$ cat src/rtl/vga_digit_display_if.sv
// vga_digit_display_if
//   Bundles the pixel stream and the digit/theme control of vga_digit_display.
//   master: sync counter / control side (drives coordinates, load, codes, theme).
//   slave : the renderer (returns pixel, pixel_valid, pending).
//   Signals:
//     h_cnt, v_cnt  current pixel coordinate
//     in_valid      coordinate is in the visible area
//     frame_start   one-cycle pulse per frame, during blanking
//     load          one-cycle request to stage `digits`
//     digits        4-bit code per position, position i at [4i+3:4i]
//     theme         colour theme select
//     blink_mask    bit i set: position i blinks
//     pixel         RGB 4:4:4 result, two cycles after the coordinate
//     pixel_valid   in_valid delayed two cycles
//     pending       a staged value is waiting for frame_start
interface vga_digit_display_if #(
    parameter int DIGITS = 4
);
    logic [9:0]          h_cnt;
    logic [9:0]          v_cnt;
    logic                in_valid;
    logic                frame_start;
    logic                load;
    logic [4*DIGITS-1:0] digits;
    logic [3:0]          theme;
    logic [DIGITS-1:0]   blink_mask;
    logic [11:0]         pixel;
    logic                pixel_valid;
    logic                pending;

    modport master (
        output h_cnt, v_cnt, in_valid, frame_start, load, digits, theme, blink_mask,
        input  pixel, pixel_valid, pending
    );

    modport slave (
        input  h_cnt, v_cnt, in_valid, frame_start, load, digits, theme, blink_mask,
        output pixel, pixel_valid, pending
    );
endinterface

$ cat src/rtl/vga_digit_display.sv
// vga_digit_display
//   Renders a row of DIGITS nine-segment numerals into a 12-bit RGB pixel
//   stream. Coordinates go in, the pixel colour comes out two cycles later.
//   Digit codes and theme are committed only at frame_start so a frame never
//   shows a half-updated value; per-position blinking uses a frame counter.
//   Ports:
//     clk    pixel clock
//     rst_n  asynchronous, active-low reset
//     bus    vga_digit_display_if.slave (pixel stream + control)

// Per-position hit test: is (h,v) inside this cell, and which column/row band.
//   col: 0 = L, 1 = M, 2 = R
//   row: 0 = T, 1 = U, 2 = C, 3 = D, 4 = B
module vga_digit_display_cell #(
    parameter int XS      = 64,
    parameter int Y0      = 48,
    parameter int SEG_LEN = 32,
    parameter int SEG_W   = 6
) (
    input  logic [9:0] h,
    input  logic [9:0] v,
    output logic       hit,
    output logic [1:0] col,
    output logic [2:0] row
);
    localparam int CELL_W = SEG_LEN + 2*SEG_W;
    localparam int CELL_H = 2*SEG_LEN + 3*SEG_W;
    localparam logic [10:0] XL = 11'(XS);
    localparam logic [10:0] XR = 11'(XS + CELL_W);
    localparam logic [10:0] YT = 11'(Y0);
    localparam logic [10:0] YB = 11'(Y0 + CELL_H);
    localparam logic [10:0] B1 = 11'(SEG_W);
    localparam logic [10:0] B2 = 11'(SEG_W + SEG_LEN);
    localparam logic [10:0] B3 = 11'(2*SEG_W + SEG_LEN);
    localparam logic [10:0] B4 = 11'(2*SEG_W + 2*SEG_LEN);

    logic [10:0] hx, vy, lx, ly;

    assign hx  = {1'b0, h};
    assign vy  = {1'b0, v};
    // Range compare on absolute coordinates first; the local offsets below
    // wrap outside the cell but are only consumed when hit is set.
    assign hit = (hx >= XL) && (hx < XR) && (vy >= YT) && (vy < YB);
    assign lx  = hx - XL;
    assign ly  = vy - YT;

    always_comb begin
        col = 2'd2;
        if (lx < B1)      col = 2'd0;
        else if (lx < B2) col = 2'd1;
        row = 3'd4;
        if (ly < B1)      row = 3'd0;
        else if (ly < B2) row = 3'd1;
        else if (ly < B3) row = 3'd2;
        else if (ly < B4) row = 3'd3;
    end
endmodule

module vga_digit_display #(
    parameter int DIGITS       = 4,
    parameter int X0           = 64,
    parameter int Y0           = 48,
    parameter int SEG_LEN      = 32,
    parameter int SEG_W        = 6,
    parameter int GAP          = 8,
    parameter int BLINK_FRAMES = 30
) (
    input  logic                  clk,
    input  logic                  rst_n,
    vga_digit_display_if.slave    bus
);
    localparam int PITCH = SEG_LEN + 2*SEG_W + GAP;
    localparam int CW    = (BLINK_FRAMES > 1) ? $clog2(BLINK_FRAMES) : 1;
    localparam logic [CW-1:0] CNT_MAX = CW'(BLINK_FRAMES - 1);
    localparam logic [3:0]    BLANK   = 4'd11;

    // Segment masks per code, bit s = segment s lit.
    function automatic logic [8:0] lit_set(input logic [3:0] code);
        unique case (code)
            4'd0:    lit_set = 9'h1BF;
            4'd1:    lit_set = 9'h106;
            4'd2:    lit_set = 9'h1DB;
            4'd3:    lit_set = 9'h1CF;
            4'd4:    lit_set = 9'h1E6;
            4'd5:    lit_set = 9'h1ED;
            4'd6:    lit_set = 9'h1FD;
            4'd7:    lit_set = 9'h107;
            4'd8:    lit_set = 9'h1FF;
            4'd9:    lit_set = 9'h1E7;
            4'd11:   lit_set = 9'h000;
            default: lit_set = 9'h1C0;   // 10, 12..15: dash
        endcase
    endfunction

    // ---- per-position hit lanes ----
    logic [DIGITS-1:0]      hit;
    logic [DIGITS-1:0][1:0] col;
    logic [DIGITS-1:0][2:0] row;

    for (genvar g = 0; g < DIGITS; g++) begin : g_cell
        vga_digit_display_cell #(
            .XS(X0 + g*PITCH), .Y0(Y0), .SEG_LEN(SEG_LEN), .SEG_W(SEG_W)
        ) u_cell (
            .h(bus.h_cnt), .v(bus.v_cnt), .hit(hit[g]), .col(col[g]), .row(row[g])
        );
    end

    // ---- committed state ----
    logic [DIGITS-1:0][3:0] active_q, staged_q;
    logic                   pending_q;
    logic [3:0]             theme_q;
    logic [DIGITS-1:0]      blink_q;
    logic [CW-1:0]          cnt_q;
    logic                   phase_q;   // 1 = blinking positions shown

    always_ff @(posedge clk or negedge rst_n) begin
        if (!rst_n) begin
            active_q  <= {DIGITS{BLANK}};
            staged_q  <= '0;
            pending_q <= 1'b0;
            theme_q   <= '0;
            blink_q   <= '0;
            cnt_q     <= '0;
            phase_q   <= 1'b1;
        end else begin
            if (bus.frame_start) begin
                // load in the same cycle bypasses staging and commits at once
                if (bus.load)       active_q <= bus.digits;
                else if (pending_q) active_q <= staged_q;
                if (bus.load)       staged_q <= bus.digits;
                pending_q <= 1'b0;
                theme_q   <= bus.theme;
                blink_q   <= bus.blink_mask;
                if (cnt_q == CNT_MAX) begin
                    cnt_q   <= '0;
                    phase_q <= ~phase_q;
                end else begin
                    cnt_q <= cnt_q + 1'b1;
                end
            end else if (bus.load) begin
                staged_q  <= bus.digits;
                pending_q <= 1'b1;
            end
        end
    end

    assign bus.pending = pending_q;

    // ---- stage 1: select hit lane, resolve code and colours ----
    // The effective code and colours are captured here so a pixel keeps the
    // state that was in force when it entered, even if a commit lands behind it.
    logic        s1_hit_d, s1_hit_q;
    logic [1:0]  s1_col_d, s1_col_q;
    logic [2:0]  s1_row_d, s1_row_q;
    logic [3:0]  s1_code_d, s1_code_q;
    logic [11:0] s1_bg_d, s1_bg_q, s1_fg_d, s1_fg_q;
    logic [2:1]  vld_pipe_q;

    always_comb begin
        s1_hit_d  = 1'b0;
        s1_col_d  = '0;
        s1_row_d  = '0;
        s1_code_d = BLANK;
        for (int i = 0; i < DIGITS; i++) begin
            if (hit[i]) begin
                s1_hit_d  = 1'b1;
                s1_col_d  = col[i];
                s1_row_d  = row[i];
                s1_code_d = (blink_q[i] && !phase_q) ? BLANK : active_q[i];
            end
        end
        unique case (theme_q)
            4'd1:    begin s1_bg_d = 12'hfff; s1_fg_d = 12'h000; end
            4'd2:    begin s1_bg_d = 12'he7d; s1_fg_d = 12'h8f0; end
            default: begin s1_bg_d = 12'h000; s1_fg_d = 12'hfff; end
        endcase
    end

    always_ff @(posedge clk or negedge rst_n) begin
        if (!rst_n) begin
            vld_pipe_q <= '0;
            s1_hit_q   <= 1'b0;
            s1_col_q   <= '0;
            s1_row_q   <= '0;
            s1_code_q  <= BLANK;
            s1_bg_q    <= '0;
            s1_fg_q    <= '0;
        end else begin
            vld_pipe_q <= {vld_pipe_q[1], bus.in_valid};
            s1_hit_q   <= s1_hit_d;
            s1_col_q   <= s1_col_d;
            s1_row_q   <= s1_row_d;
            s1_code_q  <= s1_code_d;
            s1_bg_q    <= s1_bg_d;
            s1_fg_q    <= s1_fg_d;
        end
    end

    // ---- stage 2: region -> segment -> colour ----
    logic [3:0]  seg;
    logic        seg_ok, lit;
    logic [8:0]  lset;
    logic [11:0] pixel_d, pixel_q;

    always_comb begin
        seg    = '0;
        seg_ok = 1'b1;
        unique case ({s1_row_q, s1_col_q})
            {3'd0, 2'd1}: seg = 4'd0;
            {3'd1, 2'd2}: seg = 4'd1;
            {3'd3, 2'd2}: seg = 4'd2;
            {3'd4, 2'd1}: seg = 4'd3;
            {3'd3, 2'd0}: seg = 4'd4;
            {3'd1, 2'd0}: seg = 4'd5;
            {3'd2, 2'd1}: seg = 4'd6;
            {3'd2, 2'd0}: seg = 4'd7;
            {3'd2, 2'd2}: seg = 4'd8;
            default:      seg_ok = 1'b0;   // corners, M.U, M.D
        endcase
        lset = lit_set(s1_code_q);
        lit  = seg_ok && lset[seg];
        if (!vld_pipe_q[1])         pixel_d = 12'h000;
        else if (s1_hit_q && lit)   pixel_d = s1_fg_q;
        else                        pixel_d = s1_bg_q;
    end

    always_ff @(posedge clk or negedge rst_n) begin
        if (!rst_n) pixel_q <= '0;
        else        pixel_q <= pixel_d;
    end

    assign bus.pixel       = pixel_q;
    assign bus.pixel_valid = vld_pipe_q[2];
endmodule

$ cat src/flat_wrapper.sv
// flat-port wrapper written by rule: the top's interface ports become plain ports
module vga_digit_display_flat 
#(
    parameter int DIGITS       = 4,
    parameter int X0           = 64,
    parameter int Y0           = 48,
    parameter int SEG_LEN      = 32,
    parameter int SEG_W        = 6,
    parameter int GAP          = 8,
    parameter int BLINK_FRAMES = 30
)
  (clk, rst_n, bus_h_cnt, bus_v_cnt, bus_in_valid, bus_frame_start, bus_load, bus_digits, bus_theme, bus_blink_mask, bus_pixel, bus_pixel_valid, bus_pending);
  vga_digit_display_if #(.DIGITS(DIGITS)) bus_i ();
  input  logic clk;
  input  logic rst_n;
  input wire logic [$bits(bus_i.h_cnt)-1:0] bus_h_cnt;
  input wire logic [$bits(bus_i.v_cnt)-1:0] bus_v_cnt;
  input wire logic [$bits(bus_i.in_valid)-1:0] bus_in_valid;
  input wire logic [$bits(bus_i.frame_start)-1:0] bus_frame_start;
  input wire logic [$bits(bus_i.load)-1:0] bus_load;
  input wire logic [$bits(bus_i.digits)-1:0] bus_digits;
  input wire logic [$bits(bus_i.theme)-1:0] bus_theme;
  input wire logic [$bits(bus_i.blink_mask)-1:0] bus_blink_mask;
  output wire logic [$bits(bus_i.pixel)-1:0] bus_pixel;
  output wire logic [$bits(bus_i.pixel_valid)-1:0] bus_pixel_valid;
  output wire logic [$bits(bus_i.pending)-1:0] bus_pending;
  assign bus_i.h_cnt = bus_h_cnt;
  assign bus_i.v_cnt = bus_v_cnt;
  assign bus_i.in_valid = bus_in_valid;
  assign bus_i.frame_start = bus_frame_start;
  assign bus_i.load = bus_load;
  assign bus_i.digits = bus_digits;
  assign bus_i.theme = bus_theme;
  assign bus_i.blink_mask = bus_blink_mask;
  assign bus_pixel = bus_i.pixel;
  assign bus_pixel_valid = bus_i.pixel_valid;
  assign bus_pending = bus_i.pending;
  vga_digit_display #(.DIGITS(DIGITS), .X0(X0), .Y0(Y0), .SEG_LEN(SEG_LEN), .SEG_W(SEG_W), .GAP(GAP), .BLINK_FRAMES(BLINK_FRAMES)) u_core (.clk(clk), .rst_n(rst_n), .bus(bus_i));
endmodule
$ cat config.mk
export PLATFORM = sky130hd
export DESIGN_NAME = vga_digit_display_flat
export DESIGN_NICKNAME = d
export VERILOG_FILES = /design/src/rtl/vga_digit_display_if.sv /design/src/rtl/vga_digit_display.sv /design/src/flat_wrapper.sv
export SDC_FILE = /design/constraint.sdc
export NUM_CORES = 1
export LEC_CHECK = 0
export CAP_MARGIN = 20
export CORE_MARGIN = 2
export CORE_UTILIZATION = 35
export CTS_CLUSTER_DIAMETER = 120
export CTS_CLUSTER_SIZE = 12
export DETAILED_ROUTE_END_ITERATION = 16
export GPL_ROUTABILITY_DRIVEN = 0
export HOLD_SLACK_MARGIN = 0.02
export SYNTH_ARGS = -nofsm -noshare
export SYNTH_HDL_FRONTEND = slang
export SYNTH_SLANG_ARGS = --single-unit
export TNS_END_PERCENT = 100
$ cat constraint.sdc
create_clock -name clk -period 2.4 [get_ports clk]
set_input_delay 0.24 -clock clk [delete_from_list [all_inputs] [get_ports clk]]
set_output_delay 0.24 -clock clk [all_outputs]
set_load 0.005 [all_outputs]
==> flow_summary_export.csv <==
group,metric,value,unit
timing,rsz0062_at_grt,"yes",
power_and_ir_drop,power,3.15,mW
placed_design,placed_cells,619,
routing,routedWlPerCell,13.6,um
logic_synthesis,async_reset_ff_share,100,%
floorplan,die_x,111,um
clock_tree,cts.sinks,67,
routing,drt.antenna.violating_nets,0,
global_route,grt.overflow.total,0,
min_path,worstHoldPathType,"primary input to register",
clock_tree,root_buffer,"clkbuf_16",
critical_path,slowest_stage,"or4b_4",
floorplan,start_util,35.5,%
logic_synthesis,synth-main-ff-cell,"dfrtp_1",
layout,layout-drive-gt1-share,27.0,%
placed_design,port_buffers,62,
clock_tree,cts_tree,"done",
timing,clock_skew,9.54,ps
layout,area_growth,33.3,%
routing,routed_wl,8.71,mm
timing,hold_violations,0,
logic_synthesis,synth-edff-count,0,
routing,drt_iter0_markers,153,
critical_path,crit_required,2590,ps
timing,slew_violations,0,
critical_path,startpoint_type,"register",
critical_path,crit_fanout,5,
layout,antennaDiodeCount,0,
critical_path,crit_type,"register to register",
critical_path,worstSetupEndpointType,"register",
floorplan,row_count,39,
global_route,grt_pass1_vias,3170,
layout,layout.cells.non_filler,639,
layout,final_util,47.4,%
floorplan,die_h,111,um
placed_design,hpwl,6.70,mm
timing,fmax,0.431,GHz
logic_synthesis,syn_avg_cell_area,10.1,um^2
timing,worst_hold_slack,360,ps
logic_synthesis,yosysWarnings,0,
critical_path,crit_chain,"or4b_4, or2_4, a222oi_1, nor4_1, a311oi_1, nor2_2, mux2i_1",
global_route,grt_usage,14.4,%
timing,fin_crit,2320,ps
clock_tree,cts.clk_slew.worst_paths,50,ps
timing,tightest_slew,643,ps
global_route,grt_pass1_wl,14.7,mm
flow_run,maxCapViolCount,0,
routing,via_per_inst,5.07,
critical_path,arrival,2520,ps
floorplan,ioPinCount,63,
floorplan,die_area,12300,um^2
logic_synthesis,syn_inst,398,
global_route,grt_max_degree,40,
logic_synthesis,yosysSeqAreaShare,42.3,%
logic_synthesis,synth_area,4010,um^2
power_and_ir_drop,vdd_drop_max,0.361,mV
logic_synthesis,synth_cell_types,64,
layout,layout.nets,558,
global_route,antenna_found_initial,0,
timing,relSlewSlack,57.1,%
logic_synthesis,synth.ff_latch_count,67,
floorplan,core_area,11300,um^2
clock_tree,cts_buffers,9,
power_and_ir_drop,power_density,590,nW/um^2
logic_synthesis,synth_nets,465,
clock_tree,insertion_delay,320,ps
routing,drt_first_pass_iters,4,
clock_tree,htree_levels,3,
power_and_ir_drop,p_leak,2.22,nW
outcome,status,"complete, no violations",
routing,drc,0,
routing,num_vias,3239,
clock_tree,cts.path.max_buffers,2,
timing,min_period_over_period,96.8,%
timing,setup_viol,0,
critical_path,crit_path_max_incr_delay,550,ps
registers in the layout (all words and copies together), names as in the netlist:
signal and flops:
u_core.s1_code_q 4, u_core.s1_fg_q 2, u_core.s1_col_q 2, u_core.blink_q 4, u_core.s1_row_q 3, u_core.vld_pipe_q 2, u_core.phase_q 1, u_core.cnt_q 5
u_core.staged_q 16, u_core.s1_bg_q 2, u_core.s1_hit_q 1, u_core.bus.pixel 4, u_core.active_q 16, u_core.bus.pending 1, u_core.theme_q 4
metal layers:
| layer | GRT usage (%) | wire length (um) | part of all wire [%] |
|---|---|---|---|
| met1 | 18.4 | 3920 | 45 |
| met2 | 24.4 | 4440 | 51 |
| met3 | 3.72 | 307 | 3.5 |
| met4 | 3.50 | 50 | 0.57 |
| met5 | 0 | 0 | 0 |
layout by cell type (no fill, tap or decap), types with 6 or more instances in the layout:
cell	count
a21oi_1	16
a31oi_1	9
buf_4	43
clkbuf_16	9
clkdlybuf4s50_1	60
dfrtp_1	49
dfstp_2	16
ha_1	17
inv_1	20
mux2_2	40
mux2i_1	6
nand2_1	21
nand2b_1	11
nand3_1	12
nor2_1	21
nor3_1	7
o21ai_0	24
xnor2_1	12
synth_stat cells (4+ instances only):
library cell  instances  area [um^2]
o21a_1                5         37.5
mux2_2               40          450
clkbuf_1             14         52.6
nor2_1               21         78.8
a21oi_1              16         80.1
nand3b_1              4         30.0
nand2_1              21         78.8
mux2i_1               6         60.1
nand2b_1             11         68.8
dfstp_2              16          420
and2_1                5         31.3
dfrtp_1              51         1280
a2111oi_0             4         35.0
nor4b_1               4         35.0
inv_1                20         75.1
nor3_1                7         35.0
nor2b_1               5         31.3
nand3_1              12         60.1
xnor2_1              12          105
a31oi_1               9         56.3
o21ai_0              24          120
ha_1                 18          225
buf_4                 8         60.1
critical path: cells and delay by family, from the launching register on:
kind            cells  cell delay, ps
simple gates        4            1020
compound gates      2             610
flops               1             420
mux                 1             140
path summary, 6_finish.rpt:
path / from / slack (ps) / cells past startpoint / end
setup / recovery: u_core.s1_row_q[0] / 80 / 7 / u_core.bus.pixel[8]
hold / removal: bus_in_valid / 360 / 1 / u_core.vld_pipe_q[1]
setup reg to reg: u_core.s1_row_q[0] / 80 / 7 / u_core.bus.pixel[8]
hold reg to reg: u_core.vld_pipe_q[1] / 450 / 0 / u_core.vld_pipe_q[2]
max in group asynchronous: rst_n / 1220 / 3 / u_core.active_q[11]
min in group asynchronous: rst_n / 480 / 2 / u_core.vld_pipe_q[1]
report_power, final:
group	internal, mW	switching (mW)
Clock	0.687	0.435
Sequential	1.31	0.0984
Combinational	0.339	0.278
Total	2.34	0.812
cell families (layout without fill, tap and decap cells):
family	after synthesis	after routing	share of synthesized area, %
AOI/OAI and AO/OA	94	94	15.6
and+or+nand+nor	112	112	15.3
buffers and inverters	46	144	5.09
DFF	67	67	42.3
muxes	46	46	12.7
xor gates and xnor gates	15	15	3.28
adders and majority gates	18	18	5.62
area by class of cell:
class	count	area (um^2)
Fill cell	1080	5930
Multi-Input combinational cell	285	2150
Sequential cell	67	1700
Timing Repair Buffer	107	971
Clock buffer	10	229
Tap cell	143	179
Inverter	21	78.8
Clock inverter	6	32.5
metrics by stage:
step	setup TNS [ps]	instance area, um^2	worst slack (ps)
final	0	5340	77.6
after floorplan	0	4010	124
after global routing	-185	5340	-53.2
after global placement	-1280	5000	-287
after detailed placement	-1420	5000	-335
after CTS	0	5270	22.6
what timing repair did:
| item | CTS | global route |
|---|---|---|
| setup buffers | 0 | 3 |
| endpoints found under the hold margin | 23 | 0 |
| pin swaps | 0 | 4 |
| setup endpoints to repair | 1 | 8 |
| hold buffers | 1 | 0 |
| resized for setup | 1 | 14 |
Note: power is estimated with default switching activity, not from simulation.
